## config.mk

```make
export PLATFORM = sky130hd
export DESIGN_NAME = reg_file
export DESIGN_NICKNAME = d
export VERILOG_FILES = /design/src/rtl/reg_file.sv
export SDC_FILE = /design/constraint.sdc
export NUM_CORES = 2
export LEC_CHECK = 0
export BUFFER_PORTS_ARGS = -buffer_cell sky130_fd_sc_hd__buf_2
export CAP_MARGIN = 20
export CORE_MARGIN = 2
export CORE_UTILIZATION = 49
export DETAILED_ROUTE_END_ITERATION = 6
export HOLD_SLACK_MARGIN = 0.02
export PLACE_DENSITY = 0.71
export SETUP_SLACK_MARGIN = 0.1
export SLEW_MARGIN = 20
export SYNTH_ARGS = -nofsm -noshare
export SYNTH_HDL_FRONTEND = slang
export SYNTH_SLANG_ARGS = --single-unit
export TNS_END_PERCENT = 10
```

## constraint.sdc

```tcl
create_clock -name clk -period 2.8 [get_ports clk]
set_clock_uncertainty 0.2 [all_clocks]
set_input_delay 0.56 -clock clk [delete_from_list [all_inputs] [get_ports clk]]
set_output_delay 0.56 -clock clk [all_outputs]
set_load 0.01 [all_outputs]
```

## src/rtl/reg_file.sv

```systemverilog
// RISC-V integer register file x0..x31 with two combinational read ports.
// Register fields are decoded from the instruction; the write-back source is selected internally.
module reg_file #(
  parameter int XLEN = 32
) (
  input  logic            clk,
  input  logic            rst,
  input  logic            reg_write,
  input  logic [31:0]     instruction,
  input  logic [XLEN-1:0] alu_result,
  input  logic [4:0]      mem_to_reg,
  input  logic [XLEN-1:0] data_mem_data,
  output logic [XLEN-1:0] rs1_data,
  output logic [XLEN-1:0] rs2_data
);

  logic [XLEN-1:0] regs_q [32] = '{default: '0};
  logic [XLEN-1:0] regs_d [32];
  logic [XLEN-1:0] wb_data;
  logic [4:0]      rd;
  logic [4:0]      rs1;
  logic [4:0]      rs2;
  logic            unused_instr_bits;

  assign rd  = instruction[11:7];
  assign rs1 = instruction[19:15];
  assign rs2 = instruction[24:20];
  assign unused_instr_bits = &{1'b0, instruction[31:25], instruction[14:12], instruction[6:0]};

  // Only the exact code 1 picks memory data; reserved codes fall back to the ALU.
  assign wb_data = (mem_to_reg == 5'd1) ? data_mem_data : alu_result;

  always_comb begin
    regs_d = regs_q;
    if (reg_write && (rd != 5'd0)) begin
      regs_d[rd] = wb_data;
    end
  end

  always_ff @(posedge clk) begin
    if (rst) begin
      regs_q <= '{default: '0};
    end else begin
      regs_q <= regs_d;
    end
  end

  // x0 is forced to zero on the read side so array contents never leak out.
  assign rs1_data = (rs1 == 5'd0) ? '0 : regs_q[rs1];
  assign rs2_data = (rs2 == 5'd0) ? '0 : regs_q[rs2];

endmodule

```

==> flow_summary.json <==
{
  "drv_slew": 0,
  "cell_internal_pwr_w": 0.02562,
  "start_util": 0.4931,
  "clock_latency_ns": 0.68,
  "ys_top_cells_by_area": "dfxtp_1, mux4_2, a211oi_1, nor2_1, mux2i_1",
  "violations": "negative setup slack",
  "fin_ws_ns": -0.3823,
  "final_hold_viol_count": 0,
  "h-tree-depth": 3,
  "hold_buffers": 0,
  "fin_setup_tns_ns": -16.39,
  "vias": 44640,
  "crit_type": "input port to output pin",
  "syn_nets": 4955,
  "io_buffers": 150,
  "end_kind": "output pin",
  "ant_nets": 0,
  "clk_pin_slew_ns": 0.06,
  "hpwl_um": 113700,
  "synth.largest_area_cell": "dfxtp_1",
  "dieWidth_um": 326.3,
  "cts_made_buffers": 108,
  "track_usage": 0.3425,
  "final_nets": 5175,
  "ys_seq_area_frac": 0.4028,
  "gp_congestion": 0.9131,
  "grt_pass1_wl_um": 277600,
  "fin_cells": 6548,
  "io_pins": 168,
  "fin_util": 0.6150,
  "final_cell_mix": "dfxtp_1, nor2_1, a211oi_1",
  "path_max_fanout": 18,
  "multi_input_area_um2": 29320,
  "p_leak_nw": 21.02,
  "cts_root_buf": "clkbuf_16",
  "antenna_found_initial": 8,
  "worstSetupStartpointType": "input port",
  "drv_cap": 0,
  "drive_above_1_share": 0.3413,
  "chipHeight_um": 326.3,
  "synth.cell_area_um2": 50890,
  "num_rows": 118,
  "drc": 0,
  "reg2reg_slack_ns": 1.77,
  "avgViaCountPerCell": 6.817,
  "worstSetupStartpoint": "instruction[18]",
  "yosys.area.top_type_share": 0.4028,
  "power_density_nw_per_um2": 543.6,
  "postSynthAreaPerCell_um2": 10.49,
  "timing.fmax_mhz": 314.2,
  "setup_viol": 64,
  "clockPowerShare": 0.445,
  "largest_reg_flops": 1024,
  "holdWs_ns": 0.1378,
  "rsz0062_at_grt": "true",
  "fp.coreArea_um2": 103200,
  "p_sw_frac": 0.2574,
  "grt_pass1_vias": 43010,
  "min_path_type": "input port to register",
  "die_area_um2": 106400,
  "ys_ff_latch": 1024,
  "clock_sinks": 1024,
  "dr.pass1.iters": 6,
  "worstMarginPinSlew_ns": 0.7647,
  "switching_power_w": 0.008882,
  "final_common_cell": "dfxtp_1",
  "outcome": "finished, violations left",
  "finalCritPeriodShare": 1.137,
  "finalCriticalPeriod_ns": 3.182,
  "timing.rr.start": "regs_q[490]$_SDFFE_PP0P_",
  "grt_start_max_net_pins": 100,
  "crit_arrival_ns": 2.42,
  "regMostFlops": "regs_q",
  "rr_worst_depth": 2,
  "drtIter0Drc": 6550,
  "largestRegisters": "regs_q (1024)",
  "synth_cells": 4851,
  "power_frac_comb": 0.124,
  "seqCellArea_um2": 20520,
  "area_growth_pct": 24.72,
  "crit_end": "rs1_data[26]",
  "wire_per_inst_um": 28.79,
  "synth_cell_types": 31,
  "yosysWarnings": 0,
  "critPathRequiredTime_ns": 2.04,
  "drt_wl_total_um": 188500,
  "num-fill-cells": 7749,
  "seqPwrFrac": 0.432,
  "cts_tree": "yes",
  "ir_worst_vdd_uv": 528.3,
  "rr_endpoint": "regs_q[490]$_SDFFE_PP0P_",
  "gr-total-overflow": 0,
  "maxSlewHeadroom": 0.4890,
  "clockBufferDepth": 3,
  "dp.cells": 6258
}
layer usage:
layer	GRT usage	vias to the layer above	routed length, um
met2	0.5081	3086	83030
met4	0.2125	6	12060
met5	0	-	39
met1	0.4517	21810	70710
met3	0.08331	690	22660
li1	-	19050	-
per-stage QoR:
| step | area, um^2 | setup slack, ns | power [W] |
|---|---|---|---|
| after floorplan | 51270 | 0.04570 | 0.01722 |
| after global placement | 57100 | -0.6017 | 0.01886 |
| after detailed placement | 57100 | -0.5735 | 0.01891 |
| after CTS | 62580 | -0.3192 | 0.03424 |
| after global routing | 63460 | -0.3513 | 0.03529 |
| final | 63470 | -0.3823 | 0.03450 |
critical path: stages:
cell       delay, ns
buf_2           0.11
buf_6           0.30
buf_4           0.38
o2111ai_1       0.19
a311oi_2        0.54
buf_4           0.19
buf_2           0.12
worst min-delay path by stage:
| stage | cells after the start | startpoint | slack [ns] | to |
|---|---|---|---|---|
| final | 2 | rst | 0.14 | regs_q[996]$_SDFFE_PP0P_ |
| after global routing | 2 | rst | 0.13 | regs_q[996]$_SDFFE_PP0P_ |
| after CTS | 2 | rst | 0.09 | regs_q[996]$_SDFFE_PP0P_ |
| after detailed placement | 1 | regs_q[996]$_SDFFE_PP0P_ | 0.27 | regs_q[996]$_SDFFE_PP0P_ |
| after global placement | 1 | regs_q[1018]$_SDFFE_PP0P_ | 0.26 | regs_q[1018]$_SDFFE_PP0P_ |
| after floorplan | 1 | regs_q[1000]$_SDFFE_PP0P_ | 0.25 | regs_q[1000]$_SDFFE_PP0P_ |
cells in the mapped netlist, drive strengths merged:
cell / number
a211oi: 1056
nor2: 1029
dfxtp: 1024
mux4: 448
clkbuf: 380
buf: 229
mux2i: 160
o21ai: 111
nor2b: 100
a22oi: 64
a311oi: 64
mux2: 64
a221oi: 47
nand2: 35
o2111ai: 17
nand2b: 5
nand4b: 3
nand4bb: 3
or2: 3
and2: 2
inv: 2
or4: 2
nand4: 1
nor4: 1
or4b: 1
power by group through the flow:
stage	Sequential, W	Clock [W]	Combinational, W
after floorplan	0.0152	0	0.00206
after global placement	0.0152	0	0.00367
after detailed placement	0.0152	0	0.00370
after CTS	0.0149	0.0153	0.00403
after global routing	0.0149	0.0160	0.00440
final	0.0149	0.0153	0.00427
area by class of cell:
cell class | instances | share of cell area
diodes | 6 | 0.0002366
clock buffers | 160 | 0.05057
clock inverters | 41 | 0.008911
inverters | 2 | 0.0002169
multi-input cells | 3217 | 0.4620
flip-flops and latches | 1024 | 0.3234
well taps | 1380 | 0.02721
repair buffers | 718 | 0.1275
logic make-up after synthesis:
kind of cell	share of synthesized area
simple gates	0.09621
mux	0.2439
flops	0.4028
compound gates	0.2017
buf+inv	0.05532
repair_timing:
item | 4_1_cts | 5_1_grt
setup endpoints to repair | 64 | 64
cloned | 17 | 6
hold endpoints to repair | 0 | 0
buffers inserted | 33 | 28
pin swaps | 40 | 21
resized for setup | 292 | 113
(Power assumes the default switching activity.)
